[config.mk]
export PLATFORM = sky130hd
export DESIGN_NAME = processing_element_flat
export DESIGN_NICKNAME = d
export VERILOG_FILES = /design/src/rtl/processing_element_if.sv /design/src/rtl/processing_element.sv /design/src/flat_wrapper.sv
export SDC_FILE = /design/constraint.sdc
export NUM_CORES = 2
export LEC_CHECK = 0
export BUFFER_PORTS_ARGS = -buffer_cell sky130_fd_sc_hd__buf_4
export CORE_MARGIN = 4
export CORE_UTILIZATION = 45
export DETAILED_ROUTE_END_ITERATION = 10
export GPL_TIMING_DRIVEN = 1
export PLACE_DENSITY_LB_ADDON = 0.2
export SYNTH_ARGS = -nofsm -noshare
export SYNTH_HDL_FRONTEND = slang
export SYNTH_SLANG_ARGS = --single-unit
[constraint.sdc]
create_clock -name clk -period 34.7 [get_ports clk]
set_clock_uncertainty 0.15 [all_clocks]
set_input_delay 1.735 -clock clk [delete_from_list [all_inputs] [get_ports clk]]
set_output_delay 1.735 -clock clk [all_outputs]
set_load 0.01 [all_outputs]
[src/rtl/processing_element_if.sv]
// processing_element_if: operand, forwarding and result signals of one systolic PE
interface processing_element_if #(
  parameter int ADDR_W = 2
);
  logic [31:0] a;
  logic [31:0] b;
  logic stb;
  logic input_ack;
  logic input_b_valid;
  logic mem_select;
  logic [ADDR_W-1:0] addr;
  logic next_PE_ack;
  logic [31:0] output_a;
  logic [31:0] output_b;
  logic output_b_valid;
  logic output_stb;
  logic [31:0] c;
  modport master (
    output a, b, stb, input_b_valid, mem_select, addr, next_PE_ack,
    input input_ack, output_a, output_b, output_b_valid, output_stb, c
  );
  modport slave (
    input a, b, stb, input_b_valid, mem_select, addr, next_PE_ack,
    output input_ack, output_a, output_b, output_b_valid, output_stb, c
  );
endinterface

[src/rtl/processing_element.sv]
// processing_element: fp32 multiply-accumulate PE with local b-memory and a/b forwarding
module processing_element #(
  parameter int ADDR_W = 2,
  parameter int ACC_LEN = 1
) (
  input logic clk,
  input logic rst,
  processing_element_if.slave pe
);
  localparam logic [1:0] IDLE = 2'd0;
  localparam logic [1:0] MUL = 2'd1;
  localparam logic [1:0] ACC = 2'd2;
  localparam logic [31:0] QNAN = 32'h7fc00000;
  function automatic logic [31:0] fpack(input logic s, input logic signed [9:0] e, input logic [23:0] m, input logic g, input logic st);
    logic [24:0] r;
    logic signed [9:0] f;
    r = {1'b0, m} + 25'(g && (st || m[0]));
    f = e + $signed({9'd0, r[24]});
    return f > 10'sd254 ? {s, 8'hff, 23'd0} : f < 10'sd1 ? {s, 31'd0} : {s, f[7:0], r[24] ? r[23:1] : r[22:0]};
  endfunction
  function automatic logic [31:0] fmul(input logic [31:0] x, input logic [31:0] y);
    logic s, xz, yz, xi, yi, xn, yn;
    logic [47:0] p;
    logic signed [9:0] e;
    s = x[31] ^ y[31];
    xz = x[30:23] == 8'd0;
    yz = y[30:23] == 8'd0;
    xi = &x[30:23] && x[22:0] == 23'd0;
    yi = &y[30:23] && y[22:0] == 23'd0;
    xn = &x[30:23] && |x[22:0];
    yn = &y[30:23] && |y[22:0];
    p = 48'({1'b1, x[22:0]}) * 48'({1'b1, y[22:0]});
    e = $signed(10'(x[30:23]) + 10'(y[30:23]) - 10'd127);
    if (xn || yn || (xi && yz) || (yi && xz)) return QNAN;
    if (xi || yi) return {s, 8'hff, 23'd0};
    if (xz || yz) return {s, 31'd0};
    return p[47] ? fpack(s, e + 10'sd1, p[47:24], p[23], |p[22:0]) : fpack(s, e, p[46:23], p[22], |p[21:0]);
  endfunction
  function automatic logic [31:0] fadd(input logic [31:0] x, input logic [31:0] y);
    logic xz, yz, xi, yi, xn, yn;
    logic [31:0] bg, sm;
    logic [7:0] d;
    logic [53:0] w;
    logic [26:0] mb, ms, n;
    logic [27:0] sum;
    logic signed [9:0] e;
    xz = x[30:23] == 8'd0;
    yz = y[30:23] == 8'd0;
    xi = &x[30:23] && x[22:0] == 23'd0;
    yi = &y[30:23] && y[22:0] == 23'd0;
    xn = &x[30:23] && |x[22:0];
    yn = &y[30:23] && |y[22:0];
    if (xn || yn || (xi && yi && x[31] != y[31])) return QNAN;
    if (xi) return {x[31], 8'hff, 23'd0};
    if (yi) return {y[31], 8'hff, 23'd0};
    if (xz && yz) return 32'd0;
    if (xz) return y;
    if (yz) return x;
    {bg, sm} = x[30:0] >= y[30:0] ? {x, y} : {y, x};
    d = bg[30:23] - sm[30:23];
    w = {1'b1, sm[22:0], 30'd0} >> (d > 8'd31 ? 8'd31 : d);
    mb = {1'b1, bg[22:0], 3'd0};
    ms = w[53:27] | 27'(|w[26:0]);
    sum = bg[31] ^ sm[31] ? {1'b0, mb} - {1'b0, ms} : {1'b0, mb} + {1'b0, ms};
    if (sum == 28'd0) return 32'd0;
    e = $signed({2'b0, bg[30:23]});
    n = sum[26:0];
    if (sum[27]) begin
      n = sum[27:1] | 27'(sum[0]);
      e = e + 10'sd1;
    end else begin
      for (int i = 0; i < 26; i++) begin
        if (!n[26]) begin
          n = n << 1;
          e = e - 10'sd1;
        end
      end
    end
    return fpack(bg[31], e, n[26:3], n[2], |n[1:0]);
  endfunction
  logic [1:0] state;
  logic [31:0] op_a, op_b, prod, acc, sum;
  logic [15:0] cnt;
  logic [31:0] mem [2**ADDR_W];
  logic accept, use_b;
  assign pe.input_ack = state == IDLE && (!pe.output_stb || pe.next_PE_ack);
  assign accept = pe.stb && pe.input_ack;
  assign use_b = !pe.mem_select && pe.input_b_valid;
  assign sum = fadd(acc, prod);
  always_ff @(posedge clk) begin
    if (rst) begin
      state <= IDLE;
      op_a <= 32'd0;
      op_b <= 32'd0;
      prod <= 32'd0;
      acc <= 32'd0;
      cnt <= 16'd0;
      pe.output_a <= 32'd0;
      pe.output_b <= 32'd0;
      pe.output_b_valid <= 1'b0;
      pe.output_stb <= 1'b0;
      pe.c <= 32'd0;
      for (int i = 0; i < 2**ADDR_W; i++) mem[i] <= 32'd0;
    end else begin
      state <= state == IDLE ? (accept ? MUL : IDLE) : state == MUL ? ACC : IDLE;
      if (accept) begin
        op_a <= pe.a;
        op_b <= use_b ? pe.b : mem[pe.addr];
        pe.output_a <= pe.a;
        pe.output_b <= pe.b;
        pe.output_b_valid <= pe.input_b_valid;
        pe.output_stb <= 1'b1;
        if (use_b) mem[pe.addr] <= pe.b;
      end else if (pe.next_PE_ack) begin
        pe.output_stb <= 1'b0;
      end
      if (state == MUL) prod <= fmul(op_a, op_b);
      if (state == ACC) begin
        if (cnt == 16'(ACC_LEN - 1)) begin
          pe.c <= sum;
          acc <= 32'd0;
          cnt <= 16'd0;
        end else begin
          acc <= sum;
          cnt <= cnt + 16'd1;
        end
      end
    end
  end
endmodule

[src/flat_wrapper.sv]
// flat-port wrapper written by rule: the top's interface ports become plain ports
module processing_element_flat 
#(
  parameter int ADDR_W = 2,
  parameter int ACC_LEN = 1
)
  (clk, rst, pe_a, pe_b, pe_stb, pe_input_b_valid, pe_mem_select, pe_addr, pe_next_PE_ack, pe_input_ack, pe_output_a, pe_output_b, pe_output_b_valid, pe_output_stb, pe_c);
  processing_element_if #(.ADDR_W(ADDR_W)) pe_i ();
  input logic clk;
  input logic rst;
  input wire logic [$bits(pe_i.a)-1:0] pe_a;
  input wire logic [$bits(pe_i.b)-1:0] pe_b;
  input wire logic [$bits(pe_i.stb)-1:0] pe_stb;
  input wire logic [$bits(pe_i.input_b_valid)-1:0] pe_input_b_valid;
  input wire logic [$bits(pe_i.mem_select)-1:0] pe_mem_select;
  input wire logic [$bits(pe_i.addr)-1:0] pe_addr;
  input wire logic [$bits(pe_i.next_PE_ack)-1:0] pe_next_PE_ack;
  output wire logic [$bits(pe_i.input_ack)-1:0] pe_input_ack;
  output wire logic [$bits(pe_i.output_a)-1:0] pe_output_a;
  output wire logic [$bits(pe_i.output_b)-1:0] pe_output_b;
  output wire logic [$bits(pe_i.output_b_valid)-1:0] pe_output_b_valid;
  output wire logic [$bits(pe_i.output_stb)-1:0] pe_output_stb;
  output wire logic [$bits(pe_i.c)-1:0] pe_c;
  assign pe_i.a = pe_a;
  assign pe_i.b = pe_b;
  assign pe_i.stb = pe_stb;
  assign pe_i.input_b_valid = pe_input_b_valid;
  assign pe_i.mem_select = pe_mem_select;
  assign pe_i.addr = pe_addr;
  assign pe_i.next_PE_ack = pe_next_PE_ack;
  assign pe_input_ack = pe_i.input_ack;
  assign pe_output_a = pe_i.output_a;
  assign pe_output_b = pe_i.output_b;
  assign pe_output_b_valid = pe_i.output_b_valid;
  assign pe_output_stb = pe_i.output_stb;
  assign pe_c = pe_i.c;
  processing_element #(.ADDR_W(ADDR_W), .ACC_LEN(ACC_LEN)) u_core (.clk(clk), .rst(rst), .pe(pe_i));
endmodule
==> impl_metrics.tcl <==
set metrics [dict create \
    dr.pass1.iters 6 \
    multi_input_area_mm2 0.0427 \
    max_stage_delay_ps 760 \
    syn_nets 7835 \
    rrSetupSlack_ps 7200 \
    drive_gt1_share_pct 8.74 \
    ys_types 128 \
    r2r-start "u_core.prod[23]$_SDFFE_PP0P_" \
    cp_num_buf_inv 8 \
    synth_top_cells_by_area "fa_1 (18%), dfxtp_1 (7.7%), edfxtp_1 (7.0%)" \
    regArea_mm2 0.00810 \
    numCtsBuffers 39 \
    final_cells 8602 \
    tightest_slew_ps 1230 \
    worstSetupPathType "reg2reg" \
    syn_area_mm2 0.0548 \
    clk_pin_slew_worst_paths_ps 70 \
    num_rows 127 \
    cp-start-kind "flip-flop" \
    maxSlewViolCount 0 \
    whs_endpoint "u_core.pe.output_b[2]$_SDFFE_PP0P_" \
    powerDensity_mw_per_mm2 42.7 \
    nNetsFinal 7813 \
    grt_pass1_vias 52401 \
    vias 53382 \
    fp.dieW_um 357 \
    min_period_ps 27500 \
    leakage_nw 25.3 \
    grt_use_total_pct 32.1 \
    rsz0062_at_grt "no" \
    worstPathMaxFanout 36 \
    synthToLayoutAreaGrowth_pct 7.79 \
    yosys.area.top_type "fa_1" \
    ios 171 \
    yosysWarnings 0 \
    synth_cells 6983 \
    grt_max_degree 87 \
    place_inst 8532 \
    antenna_found_initial 5 \
    routed_wl_um 209000 \
    setup_tns_ps 0 \
    internal_power_mw 1.23 \
    async_flop_share_pct 0 \
    hpwlAfterDp_um 157000 \
    dieArea_mm2 0.127 \
    arrival_ps 27830 \
    worst_ir_drop_vdd_v 0.0000394 \
    cpMostUsedCell "ha_1" \
    syn_area_per_cell_um2 7.85 \
    p_sw_share_pct 51.4 \
    worstHoldPathCells 2 \
    cts_sinks 340 \
    holdBufCountCts 0 \
    critPathRequiredTime_ps 35030 \
    period_share_pct 79.3 \
    post_cts_buffers 0 \
    maxCapViolations 0 \
    antenna_left 0 \
    cts_tree "built" \
    min_path_type "reg2reg" \
    coreArea_mm2 0.120 \
    p_comb_share_pct 66.4 \
    setup_viol 0 \
    clockPowerShare_pct 15.8 \
    synth_seq_cells 340 \
    io_buffer_count 170 \
    cts_max_level 2 \
    power_frac_seq_pct 17.8 \
    root_buffer "clkbuf_16" \
    final_common_cell "nand2_1" \
    synth-seq-area-share_pct 14.8 \
    gr-total-overflow 0 \
    worst_r2r_endpoint "u_core.pe.c[3]$_SDFFE_PP0P_" \
    hold_viol_final 0 \
    min-delay-start "u_core.pe.output_b[2]$_SDFFE_PP0P_" \
    cp-end-kind "flip-flop" \
    path_depth 127 \
    drt_first_iter_violations 4950 \
    status "finished clean" \
    synthFlopType "dfxtp_1" \
    synth_top_area_share_pct 17.7 \
    relSlewSlack_pct 17.9 \
    cts_resized 0 \
    synth_edf_count 128 \
    post_drt_via_cell_ratio 6.21 \
    layout.cells.most_common_list "nand2_1 (1014), inv_1 (711), fa_1 (484)" \
    reg2reg_depth 127 \
    crit_slowest_cell "a21boi_4" \
    die_y_um 357 \
    grt_pass1_wl_um 320000 \
    start_util_pct 45.5 \
    layout_setup_ws_ps 7200 \
    fill_cells 12110 \
    switching_power_mw 1.30 \
    place.gp.congestion 1.00 \
    dp_slack_ps 7680 \
    max_freq_mhz 36.4 \
    drc_errors 0 \
    insertion_delay_ps 590 \
    wire_per_inst_um 24.2 \
    critical_path.top_delay_family "compound AO/OA/AOI/OAI gates" \
    whs_ps 306 \
    clockBufferDepth 3 \
]
-- synthesized netlist by cell type (all sizes together) (24+ instances only) --
cell	count
a21oi	435
and3	68
mux2	33
o211ai	71
inv	712
o31ai	38
a311oi	40
a22oi	52
edfxtp	128
a31o	24
dfxtp	212
or4	24
o22ai	28
ha	296
o21ai	302
nor4	92
mux4	33
or3	52
nand2b	41
a211oi	98
o21a	43
nor3	178
fa	484
and2	352
nor2b	26
nand4	91
or2	29
nand3	174
a22o	33
clkbuf	329
xnor2	220
nand2	1016
a21boi	26
mux2i	78
xor2	110
a21o	42
nor2	467
o21bai	60
a31oi	62
buf	52
-- flip-flops by register name (all words and copies together) (netlist names) --
register,cells
u_core.acc,32
u_core.cnt,16
u_core.mem,128
u_core.op_b,32
u_core.pe.c,32
u_core.pe.output_a,32
u_core.pe.output_b,32
u_core.pe.output_b_valid,1
u_core.pe.output_stb,1
u_core.prod,32
u_core.state,2
-- worst min-delay path: stages, from the launching register on --
cell and delay [ps]:
dfxtp_1 310, nand2_1 50, a21oi_1 50
-- stage by stage --
stage	power (mW)	util [%]	instance area, um2
4_1_cts	2.50	49.0	59100
5_1_grt	2.70	49.0	59100
2_1_floorplan	1.64	-	54800
3_5_place_dp	2.09	48.0	57900
6_report	2.52	49.0	59100
3_3_place_gp	2.09	48.0	57900
-- kinds of logic (layout without fill, tap and decap cells) --
| logic type | Yosys count | in the layout | synth area share [%] |
|---|---|---|---|
| AND/OR/NAND/NOR | 2683 | 2683 | 23.6 |
| AO/OA/AOI/OAI | 1604 | 1604 | 19.8 |
| buffers and inverters | 1094 | 1100 | 7.62 |
| adder cells (fa/ha/maj) | 780 | 780 | 24.4 |
| flip-flops | 340 | 340 | 14.8 |
| XOR/XNOR | 338 | 338 | 6.28 |
| multiplexers | 144 | 144 | 3.47 |
| other | 0 | 1 | 0 |
-- per-layer routing --
layer / vias up / GRT usage, % / part of all wire [%]
li1: 24141 / - / -
met1: 26196 / 42.2 / 41
met2: 2507 / 52.6 / 46
met3: 536 / 5.48 / 8.3
met4: 2 / 12.8 / 4.7
met5: - / 0 / 0.0053
-- worst max path at each step --
stage                                  end  slack [ps]                          from
6_report       u_core.pe.c[3]$_SDFFE_PP0P_        7200  u_core.prod[23]$_SDFFE_PP0P_
5_1_grt        u_core.pe.c[3]$_SDFFE_PP0P_        4940  u_core.prod[23]$_SDFFE_PP0P_
2_1_floorplan  u_core.pe.c[1]$_SDFFE_PP0P_       10610  u_core.prod[24]$_SDFFE_PP0P_
3_5_place_dp   u_core.pe.c[3]$_SDFFE_PP0P_        7680  u_core.prod[23]$_SDFFE_PP0P_
4_1_cts        u_core.pe.c[3]$_SDFFE_PP0P_        7490  u_core.prod[23]$_SDFFE_PP0P_
3_3_place_gp   u_core.pe.c[3]$_SDFFE_PP0P_        8040  u_core.prod[23]$_SDFFE_PP0P_
-- cell type report --
class / instances / share of cell area (%)
diodes: 1 / 0.00424
repair buffers: 318 / 4.05
inverters: 713 / 4.53
well taps: 1612 / 3.41
clock buffers: 54 / 1.78
clock inverters: 15 / 0.241
flip-flops and latches: 340 / 13.7
multi-input cells: 5549 / 72.3
-- power groups by stage --
| stage | registers, mW | clock network (mW) | logic [mW] |
|---|---|---|---|
| floorplan | 0.453 | 0 | 1.19 |
| global placement | 0.456 | 0 | 1.63 |
| detailed placement | 0.457 | 0 | 1.63 |
| CTS | 0.448 | 0.406 | 1.65 |
| global route | 0.450 | 0.423 | 1.82 |
| finish | 0.448 | 0.399 | 1.67 |
Note: power is estimated with default switching activity, not from simulation.
